**src/rtl/alu_func.sv**
```systemverilog
// Registered 13-bit unsigned ALU: eight operations with a one-bit
// exception flag, one result per cycle, one cycle of latency.
module alu_func (
  input  logic        aclk,
  input  logic        areset,
  input  logic [12:0] x,
  input  logic [12:0] y,
  input  logic [2:0]  opcode,
  output logic [12:0] result,
  output logic        status
);

  typedef enum logic [2:0] {
    OP_ADD = 3'd0,
    OP_SUB = 3'd1,
    OP_MUL = 3'd2,
    OP_DIV = 3'd3,
    OP_AND = 3'd4,
    OP_OR  = 3'd5,
    OP_XOR = 3'd6,
    OP_SHL = 3'd7
  } op_e;

  op_e         op;
  logic [13:0] sum;
  logic [13:0] dif;
  logic [25:0] prod;
  logic [27:0] shl;
  logic [12:0] quo;
  logic [12:0] result_d, result_q;
  logic        status_d, status_q;

  assign op = op_e'(opcode);

  // Wide intermediates expose carry, borrow and overflow bits
  always_comb begin
    sum  = {1'b0, x} + {1'b0, y};
    dif  = {1'b0, x} - {1'b0, y};
    prod = {13'b0, x} * {13'b0, y};
    shl  = {15'b0, x} << y[3:0];
    quo  = (y == 13'd0) ? 13'h1FFF : x / y;
  end

  // Select the operation result and its exception flag
  always_comb begin
    result_d = '0;
    status_d = 1'b0;
    unique case (op)
      OP_ADD: begin
        result_d = sum[12:0];
        status_d = sum[13];
      end
      OP_SUB: begin
        result_d = dif[12:0];
        status_d = dif[13];
      end
      OP_MUL: begin
        result_d = prod[12:0];
        status_d = |prod[25:13];
      end
      OP_DIV: begin
        result_d = quo;
        status_d = (y == 13'd0);
      end
      OP_AND: result_d = x & y;
      OP_OR:  result_d = x | y;
      OP_XOR: result_d = x ^ y;
      OP_SHL: begin
        result_d = shl[12:0];
        status_d = |shl[27:13];
      end
    endcase
  end

  // Output register; reset wins over the sampled operation
  always_ff @(posedge aclk) begin
    if (areset) begin
      result_q <= '0;
      status_q <= 1'b0;
    end else begin
      result_q <= result_d;
      status_q <= status_d;
    end
  end

  assign result = result_q;
  assign status = status_q;

endmodule

```
**config.mk**
```make
export PLATFORM = sky130hd
export DESIGN_NAME = alu_func
export DESIGN_NICKNAME = d
export VERILOG_FILES = /design/src/rtl/alu_func.sv
export SDC_FILE = /design/constraint.sdc
export NUM_CORES = 1
export LEC_CHECK = 0
export ABC_AREA = 1
export BUFFER_PORTS_ARGS = -buffer_cell sky130_fd_sc_hd__buf_2
export CORE_UTILIZATION = 60
export DETAILED_ROUTE_END_ITERATION = 8
export PLACE_DENSITY = 0.87
export REMOVE_ABC_BUFFERS = 1
export SKIP_CTS_REPAIR_TIMING = 1
export SLEW_MARGIN = 20
export SYNTH_ARGS = -nofsm -noshare
export SYNTH_HDL_FRONTEND = slang
export SYNTH_SLANG_ARGS = --single-unit
export TNS_END_PERCENT = 100
```
**constraint.sdc**
```tcl
create_clock -name aclk -period 20.8 [get_ports aclk]
set_clock_uncertainty 0.05 [all_clocks]
set_input_delay 1.04 -clock aclk [delete_from_list [all_inputs] [get_ports aclk]]
set_output_delay 1.04 -clock aclk [all_outputs]
set_load 0.01 [all_outputs]
```
======== Yosys cells after proc, flatten, opt, wreduce, memory -nomap -nowiden ========
Index checks and enable logic that the tools add are counted.
cells by class
  add/subtract/negate cells ............... 2
  multipliers ............................. 1
  divide/modulo/power cells ............... 1
  order comparisons ....................... 0
  equality and inequality tests ........... 7
  shift-type cells ........................ 1
  muxes and demuxes ....................... 3
  bitwise gates (word level) .............. 3
  reduce and logical (&&, ||, !) cells .... 4
operator list
  kind                count
  $pmux 13 s8         1
  $shl 13x4->28       1
  $mul 13x13->26      1
  $reduce_or 15->1    1
  $add 13x13->14      1
  $sub 13x13->14      1
  $and 13x13->13      1
  $div 13x13->13      1
  $logic_not 13->1    1
  $mux 13             1
  $or 13x13->13       1
  $reduce_or 13->1    1
  $xor 13x13->13      1
  $eq 3x3->1 const B  4
  $eq 3x2->1 const B  2
  $pmux 1 s5          1
  $eq 3x1->1 const B  1
  $logic_not 3->1     1
storage, ports and cells
  bits in registers ....................... 14
  latch bits .............................. 0
  RAM bits ................................ 0
  memory bits (read-only) ................. 0
  input port bits ......................... 31
  output and inout port bits .............. 14
  memories kept ........................... 0

======== Depth between registers and ports, before layout ========
Gate-level depths: netlist of the first run.
  word-level depth ........................ 3
  mapped depth ............................ 160

======== Least setup slack after synthesis of the first run ========
OpenSTA, ideal clock, no wires.
  path kind ............................... input -> register
  start point ............................. in y[0]
  end point ............................... reg result_q[0] (netlist: result[0])
  library setup time ...................... 0.095 ns
  arrival ................................. 17.418 ns
  required time ........................... 20.655 ns
  path slack .............................. 3.237 ns
  cell stages on the path ................. 146
  path through ............................ buf_2 -> inv_2 -> ha_1 -> nor2_1 -> nor3_1 -> nand3_1 -> nand2_1 -> nand2_1 -> nand2_1 -> inv_1 -> ha_1 -> o21a_1 -> nor2_1 -> nor3_2 -> nand2_1 -> o21ai_1 -> inv_1 -> ha_1 -> [... 110 more ...] -> a21oi_1 -> o21ai_0 -> a221oi_1 -> nand3_1 -> inv_1 -> buf_4 -> o21ai_0 -> ha_1 -> nand2_1 -> o21ai_0 -> a21oi_1 -> o21bai_1 -> nand2_1 -> nand4_1 -> nand3_1 -> a21oi_1 -> o21ai_0 -> a221oi_1
on the way
  cells in the longest elaborated chain, start to end .. 3
ends and longest elaborated chain
  what                                                       line  source
  start, declared                                            7     input logic [12:0] y,
  $div 13x13->13 / $logic_not 13->1 (equally long branches)  41    quo = (y == 13'd0) ? 13'h1FFF : x / y;
  $mux 13                                                    41
  $pmux 13 s8 *                                              48    unique case (op)
  end signal, assigned                                       81    result_q <= result_d;
  end, declared                                              30    logic [12:0] result_d, result_q;
Every way passes the cells marked *; elsewhere a longest branch is shown, timed or not.
A chain may end at the register's enable or synchronous reset.

======== Worst setup path after layout of the first run ========
  start point ............................. in y[10]
  end point ............................... reg result_q[0] (netlist: result[0])
on the way
  cells in the longest elaborated chain, start to end .. 3
ends and longest elaborated chain
  what                                                       line
  $div 13x13->13 / $logic_not 13->1 (equally long branches)  41
  $mux 13 *                                                  41
  $pmux 13 s8 *                                              48
Marked as above.

==> results of run 1 <==
==> sequential cells by signal, indices dropped and copies added, names as in the netlist <==
name / count
result: 13
status: 1
==> layout by cell type, fill, tap and decap left out, types with 4 or more instances in the layout <==
cell type	synthesis	routed
a2111oi_0	6	6
a21o_1	6	6
a21oi_1	87	85
a21oi_2	3	5
a221oi_1	13	13
a31oi_1	6	6
and2_1	10	10
buf_2	6	40
buf_4	3	41
clkinvlp_4	0	6
dfxtp_1	14	14
fa_1	123	123
ha_1	205	202
inv_1	444	437
inv_2	5	5
nand2_1	457	455
nand2_2	25	24
nand2_4	10	13
nand3_1	91	90
nand3_2	25	26
nand4_1	5	5
nor2_1	93	91
nor3_1	25	25
nor4_1	12	11
o2111ai_1	8	8
o211ai_1	6	6
o21a_1	6	6
o21ai_0	80	78
o21ai_1	12	10
o21ai_2	10	14
o21bai_1	7	6
o221ai_1	5	5
o31ai_1	4	4
or2_1	4	4
or2_2	23	23
xnor2_1	21	21
xor2_1	40	40
==> how the worst min path moves through the flow <==
stage,from,endpoint,slack (ns),cells after the start
after detailed placement,areset,result[11],1.36,2
after global placement,areset,status,1.36,2
after floorplan,areset,result[11],1.06,1
after CTS,areset,result[11],1.11,2
final,areset,result[11],1.12,2
after global routing,areset,result[11],1.13,2
==> logic make-up after synthesis <==
family          Yosys count  share of synthesized area (%)
simple gates            789                           27.1
fa+ha+maj               328                           38.0
compound gates          281                           13.3
flops                    14                           2.12
xor+xnor                 61                           4.04
buf+inv                 520                           15.2
mux                       2                          0.151
==> layout make-up <==
type / instances / area [sq um] / area share, %
multi-input cells: 1461 / 11000 / 78.7
inverters: 452 / 1730 / 12.3
repair buffers: 84 / 538 / 3.84
well taps: 275 / 344 / 2.46
flip-flops and latches: 14 / 280 / 2.00
clock buffers: 4 / 88.8 / 0.634
==> power by group through the flow <==
stage / sequential [mW] / clock (mW) / combinational, mW
floorplan: 0.0349 / 0 / 0.738
global placement: 0.0336 / 0 / 0.940
detailed placement: 0.0337 / 0 / 0.981
CTS: 0.0331 / 0.0428 / 0.987
global route: 0.0333 / 0.0439 / 1.15
finish: 0.0332 / 0.0431 / 1.01
==> routing by layer <==
layer / vias to the layer above / GRT usage [%] / wire (um)
met2: 695 / 61.7 / 18600
met5: - / 0 / 0
met4: 0 / 10.6 / 1300
li1: 6287 / - / -
met1: 6268 / 50.0 / 16700
met3: 113 / 4.58 / 4160
==> results.toml, run 1 <==
[place]
place_hpwl_um = 32400
gp_congestion = 1.02
port_buffers = 44
place_area_sq_mm = 0.0136
dpl.cell_count = 2260
post-place-ws_ns = -0.129

[yosys]
seq_area_frac_synth_pct = 2.12
synth_edf_count = 0
async_flop_share_pct = 0
yosys_register_bits = 14
synth_area_sq_mm = 0.0132
syn-instance-count = 1995
yosysMostFrequentCell = "nand2_1"
synth_ff_type = "dfxtp_1"
synth_area_leaders = "ha_1 (19%), fa_1 (19%), nand2_1 (13%), inv_1 (13%), nand3_1 (3.4%)"
syn_area_per_cell_sq_um = 6.63
synth_cell_types = 62
synth_common_cells = "nand2_1 (457), inv_1 (444), ha_1 (205)"
yosys.area.top_type = "ha_1"
synth_top_area_share_pct = 19.4
yosys_warnings = 0

[power]
p_total_mw = 1.09
netSwitchingPower_mw = 0.642
powerDensity_mw_per_mm2 = 77.6
switching_share_pct = 59.1
pwr-share-seq_pct = 3.1
p_leak_nw = 8.23
irDropWorstVdd_uv = 154
p_clk_share_pct = 4.0
power.internal_mw = 0.445
combPwrFrac_pct = 93.0

[drt]
wl_per_cell_um = 17.8
final_antenna_net_count = 0
viasPerCell = 5.84
via_count = 13363
firstDrtPassIters = 7
wirelength_um = 40800
drtIter0Drc = 1246
drc_errors = 0

[floorplan]
ios = 45
core_sq_mm = 0.0214
rows = 53
die_h_um = 151
start_util_pct = 62.0
die_w_um = 151
dieArea_sq_mm = 0.0227

[global_route]
grt_usage_pct = 37.0
antenna_found_initial = 0
gr-total-overflow = 0
grt_max_degree = 32
grt_pass1_vias = 12919
grt_pass1_wl_um = 65500

[final_layout]
postLayoutCoreUtil_pct = 65.6
final_cell_area_sq_mm = 0.0140
diodes = 0
fillers = 1912
fin_nets = 2375
drive_above_1_share_pct = 11.3
layout.cells.non_filler = 2290
syn_to_final_growth_pct = 5.81

[sta]
max-slew-margin-rel_pct = 28.8
fin_crit_ns = 19.21
tns_ns = 0
holdWs_ns = 1.12
fin_crit_sh_pct = 92.3
worstMarginPinSlew_ns = 1.06
setup_ws_ns = 1.59
setup_viol = 0
hold_viol_final = 0
fmax_ghz = 0.0521
drv_slew = 0

[min_path]
hold_class = "in2reg"

[setup_path]
crit_end = "result[0]"
worstSetupEndpointType = "flop"
worst_path_dominant_cell_family = "simple AND/OR/NAND/NOR gates"
cp-start-kind = "input pin"
cp.required_ns = 20.90
path_depth = 143
crit_type = "in2reg"
crit_start = "y[10]"
crit_arrival_ns = 19.31
crit_fanout = 15
critical_path.max_stage_delay_ns = 0.35
path_buf_inv = 21
cpMaxStageDelayCell = "ha_1"
cpMostUsedCell = "nand2_1"

[cts]
clk_pin_slew_ns = 0.06
cts.sinks = 14
h-tree-depth = 1
numCtsBuffers = 3
cts_tree = "done"
cts_buffer_depth = 2
clock-root-buffer = "clkbuf_16"

[job]
max_cap_viol_count = 0

[status]
outcome = "finished clean"
(Power assumes the default switching activity.)
==> run 2, diff against run 1 <==
--- a/config.mk
+++ b/config.mk
@@ -5,12 +5,12 @@
 export SDC_FILE = /design/constraint.sdc
 export NUM_CORES = 1
 export LEC_CHECK = 0
-export ABC_AREA = 1
 export BUFFER_PORTS_ARGS = -buffer_cell sky130_fd_sc_hd__buf_2
 export CORE_UTILIZATION = 60
 export DETAILED_ROUTE_END_ITERATION = 8
 export PLACE_DENSITY = 0.87
 export REMOVE_ABC_BUFFERS = 1
+export SETUP_SLACK_MARGIN = 0.15
 export SKIP_CTS_REPAIR_TIMING = 1
 export SLEW_MARGIN = 20
 export SYNTH_ARGS = -nofsm -noshare
==> run 2 against run 1 <==
Worst hold slack gained 0.064 ns. Clock-buffer cell count is the same. Critical path type unchanged. Synthesized cell count shrank 15%. Global-route usage grew 3.9 points. Cell area grew 3.8%. Sequential share of layout area shrank 0.072 points. Synthesized area shrank 1.9%. Setup slack lost 0.89 ns.
==> results.toml, run 2 <==
[sta]
fmax_ghz = 0.0498
fin_crit_ns = 20.10
max-slew-margin-rel_pct = 43.0
worstMarginPinSlew_ns = 0.853
setup_viol = 0
hold_viol_final = 0
fin_crit_sh_pct = 96.6
tns_ns = 0
setup_ws_ns = 0.703
drv_slew = 0

[power]
powerDensity_mw_per_mm2 = 88.8
p_total_mw = 1.29
irDropWorstVdd_uv = 150
p_leak_nw = 6.74

[global_route]
gr-total-overflow = 0
grt_usage_pct = 40.9
grt_pass1_vias = 13019
grt_max_degree = 32
antenna_found_initial = 0
grt_pass1_wl_um = 70000

[yosys]
synth_top_family_by_area = "adder cells"
muxShareOfSynthArea_pct = 5.10
synth_top_area_share_pct = 19.8
yosysMostFrequentCell = "inv_1"
synth_cell_types = 85
synth_area_leaders = "ha_1 (20%), fa_1 (19%), inv_1 (6.2%), nor2_1 (6.0%), a21oi_1 (3.8%)"
yosys.area.top_type = "ha_1"
yosys_register_bits = 14
synth_common_cells = "inv_1 (213), nor2_1 (206), ha_1 (205)"
synth-adder-area-share_pct = 38.7
seq_area_frac_synth_pct = 2.16
synthSimpleGateAreaFrac_pct = 18.8
synth_area_sq_mm = 0.0130
synth_compound_area_share_pct = 21.5
synth_ff_type = "dfxtp_1"
synthXorXnorAreaFrac_pct = 4.93
async_flop_share_pct = 0
yosys_warnings = 0
synth_edf_count = 0
syn_area_per_cell_sq_um = 7.61
syn-instance-count = 1705

[setup_path]
worstSetupEndpointType = "flop"
crit_start = "y[12]"
cp.required_ns = 20.88
path_buf_inv = 12
cp-start-kind = "input pin"
cpMaxStageDelayCell = "a2111oi_0"
cpMostUsedCell = "ha_1"
crit_arrival_ns = 20.18
crit_type = "in2reg"
worst_path_dominant_cell_family = "compound AO/OA/AOI/OAI gates"
crit_fanout = 13
critical_path.max_stage_delay_ns = 0.48

[final_layout]
layout_commonest_cell = "inv_1"
fin_nets = 2122
final_cell_area_sq_mm = 0.0145
final_cell_mix = "inv_1 (212), nor2_1 (205), ha_1 (190), nand2_1 (126), fa_1 (123)"
drive_above_1_share_pct = 15.5
diodes = 0
largest_reg_flops = 13
syn_to_final_growth_pct = 11.9
postLayoutCoreUtil_pct = 68.9

[drt]
routed-wl-met3_um = 4570
top_layer = "met4"
wl_met2_um = 20800
firstDrtPassIters = 5
met1_length_um = 17900
via_count = 13440
wl_per_cell_um = 22.4
viasPerCell = 6.60
wirelength_um = 45700
drc_errors = 0
drtIter0Drc = 1368
final_antenna_net_count = 0

[floorplan]
die_w_um = 149
rows = 53
core_sq_mm = 0.0211
dieArea_sq_mm = 0.0222
start_util_pct = 61.6
ios = 45
die_h_um = 149

[place]
place_hpwl_um = 34800
port_buffers = 44
post-place-ws_ns = -1.22
place_area_sq_mm = 0.0138
gp_congestion = 1.00

[cts]
clock-root-buffer = "clkbuf_16"
h-tree-depth = 1
cts_tree = "done"
cts_buffer_depth = 2
cts.sinks = 14
clk_pin_slew_ns = 0.06
numCtsBuffers = 3

[job]
max_cap_viol_count = 0

[min_path]
hold_class = "in2reg"
holdCritStartpoint = "areset"

[status]
outcome = "finished clean"
## run 2: changes by cell type after synthesis, sizes merged, moves of 20 or more
cell | previous run | this run
a21o | 6 | 27
nor2 | 96 | 206
clkbuf | 51 | 74
a211oi | 1 | 21
o21ai | 102 | 60
nor2b | 0 | 21
mux2i | 2 | 26
nand3 | 116 | 21
inv | 449 | 219
o21a | 6 | 34
xnor2 | 21 | 44
mux2 | 0 | 25
nand2 | 492 | 128
## run 2: metrics by stage
| stage | hold slack (ns) | cells |
|---|---|---|
| after floorplan | 1.06 | 1626 |
| after global placement | 1.39 | 2012 |
| after detailed placement | 1.39 | 2012 |
| after CTS | 1.17 | 2016 |
| after global routing | 1.20 | 2037 |
| final | 1.18 | 2037 |
## run 2: logic make-up (layout without fill, tap and decap cells)
kind of cell,after synthesis,count (layout)
AOI/OAI and AO/OA,406,406
xor gates and xnor gates,73,73
adders and majority gates,328,328
buffers and inverters,303,360
DFF,14,14
muxes,56,56
and+or+nand+nor,525,525
## run 2: cell type report
| cell class | instances | area (sq um) |
|---|---|---|
| fillers | 1733 | 6560 |
| well taps | 275 | 344 |
| flip-flops and latches | 14 | 280 |
| repair buffers | 132 | 892 |
| clock buffers | 4 | 88.8 |
| inverters | 224 | 841 |
| multi-input cells | 1388 | 12100 |
## run 2: power by group
| part | internal [mW] | switching [mW] |
|---|---|---|
| Clock | 0.0293 | 0.0143 |
| Sequential | 0.0309 | 0.00161 |
| Combinational | 0.490 | 0.724 |
## run 2: worst paths after layout
path	to	slack, ns	depth (start not counted)
max	result[0]	0.70	90
min	result[3]	1.18	2
## run 2: per-layer routing
metal  GRT usage (%)  up-vias
met2            65.5      807
met1            54.5     6416
met3            5.57      183
met5               0        -
met4            18.9        0
li1                -     6034
==> run 3, diff against run 2 <==
--- a/config.mk
+++ b/config.mk
@@ -9,7 +9,6 @@
 export CORE_UTILIZATION = 60
 export DETAILED_ROUTE_END_ITERATION = 8
 export PLACE_DENSITY = 0.87
-export REMOVE_ABC_BUFFERS = 1
 export SETUP_SLACK_MARGIN = 0.15
 export SKIP_CTS_REPAIR_TIMING = 1
 export SLEW_MARGIN = 20
==> run 3 against run 2 <==
Total power increased by 0.25%. Sequential power about the same. Flip-flop and latch count unchanged. Non-clock buffer count is 8 lower. Critical endpoint unchanged. Largest cell class unchanged.
==> results.toml, run 3 (same netlist as run 2, synthesis figures left out) <==
[job]
max_cap_viol_count = 0

[drt]
final_antenna_net_count = 0
wirelength_um = 46400
drc_errors = 0
via_count = 13609
wl_met2_um = 20100
viasPerCell = 6.70
met1_length_um = 17400
routed-wl-met3_um = 5710
drtIter0Drc = 1398
firstDrtPassIters = 6
wl_per_cell_um = 22.8
top_layer = "met4"

[sta]
tns_ns = 0
drv_slew = 0
fin_crit_sh_pct = 96.6
hold_viol_final = 0
fin_crit_ns = 20.10
fmax_ghz = 0.0498
max-slew-margin-rel_pct = 19.2
setup_viol = 0
worstMarginPinSlew_ns = 1.18

[floorplan]
start_util_pct = 61.6
die_w_um = 149
die_h_um = 149
core_sq_mm = 0.0211
rows = 53
dieArea_sq_mm = 0.0222
ios = 45

[cts]
numCtsBuffers = 3
cts.sinks = 14
h-tree-depth = 1
cts_buffer_depth = 2
cts_tree = "done"
clk_pin_slew_ns = 0.07
clock-root-buffer = "clkbuf_16"

[setup_path]
cpMaxStageDelayCell = "or4_4"
path_buf_inv = 10
cpMostUsedCell = "ha_1"
crit_start = "y[6]"
crit_type = "in2reg"
worst_path_dominant_cell_family = "compound AO/OA/AOI/OAI gates"
worstSetupEndpointType = "flop"
crit_fanout = 8
critical_path.max_stage_delay_ns = 0.57
cp-start-kind = "input pin"
cp.required_ns = 20.87
crit_arrival_ns = 20.16

[final_layout]
drive_above_1_share_pct = 15.3
syn_to_final_growth_pct = 12.2
layout_commonest_cell = "inv_1"
fillers = 1674
fin_nets = 2116
final_cell_mix = "inv_1 (212), nor2_1 (204), ha_1 (191), nand2_1 (126), fa_1 (123)"
final_cell_area_sq_mm = 0.0146
diodes = 0
largest_reg_flops = 13

[place]
place_area_sq_mm = 0.0136
port_buffers = 44
place_hpwl_um = 33900
gp_congestion = 1.07

[power]
netSwitchingPower_mw = 0.741
combPwrFrac_pct = 93.8
switching_share_pct = 57.3
pwr-share-seq_pct = 2.5
power.internal_mw = 0.553
powerDensity_mw_per_mm2 = 88.8
p_leak_nw = 6.72
p_total_mw = 1.29
irDropWorstVdd_uv = 153
p_clk_share_pct = 3.7

[global_route]
grt_max_degree = 32
gr-total-overflow = 0
grt_pass1_wl_um = 69700
antenna_found_initial = 0
grt_usage_pct = 40.9
grt_pass1_vias = 13028

[min_path]
hold_class = "in2reg"
hold_depth = 2
holdPathEnd = "result[2]"
holdCritStartpoint = "areset"

[yosys]
synth_nets = 2064

[status]
outcome = "finished clean"
[run 3: final cells by class]
cell class                      instances  area [sq um]  share of cell area (%)
Clock buffer                            4          88.8                   0.610
Inverter                              224           841                    5.77
Multi-Input combinational cell       1390         12200                    83.7
Sequential cell                        14           280                    1.92
Tap cell                              275           344                    2.36
Timing Repair Buffer                  124           826                    5.67
[run 3: layer usage]
metal | vias up | global-route usage (%)
li1 | 6040 | -
met1 | 6408 | 51.9
met2 | 916 | 62.5
met3 | 245 | 9.82
met4 | 0 | 25.3
met5 | - | 0
[run 3: worst max-delay path by stage]
stage	to	slack, ns	cells past startpoint
after floorplan	result[0]	0.21	100
after global placement	result[0]	0.30	91
after detailed placement	result[0]	-0.35	91
after CTS	result[0]	-0.18	91
after global routing	result[0]	-0.23	96
final	result[0]	0.70	93
[run 3: power groups by stage]
stage | logic, mW | registers [mW] | clock network (mW)
after floorplan | 0.869 | 0.0346 | 0
after global placement | 1.12 | 0.0328 | 0
after detailed placement | 1.16 | 0.0329 | 0
after CTS | 1.16 | 0.0323 | 0.0479
after global routing | 1.35 | 0.0327 | 0.0477
final | 1.21 | 0.0324 | 0.0484
[run 3: per-stage QoR]
step	std cells	utilization, %	setup slack, ns	hold slack [ns]
2_1_floorplan	1705	-	0.206	1.07
3_3_place_gp	1988	64.6	0.301	1.38
3_5_place_dp	1988	64.6	-0.355	1.38
4_1_cts	1992	65.0	-0.175	1.15
5_1_grt	2031	69.1	-0.230	1.17
6_report	2031	69.1	0.701	1.18
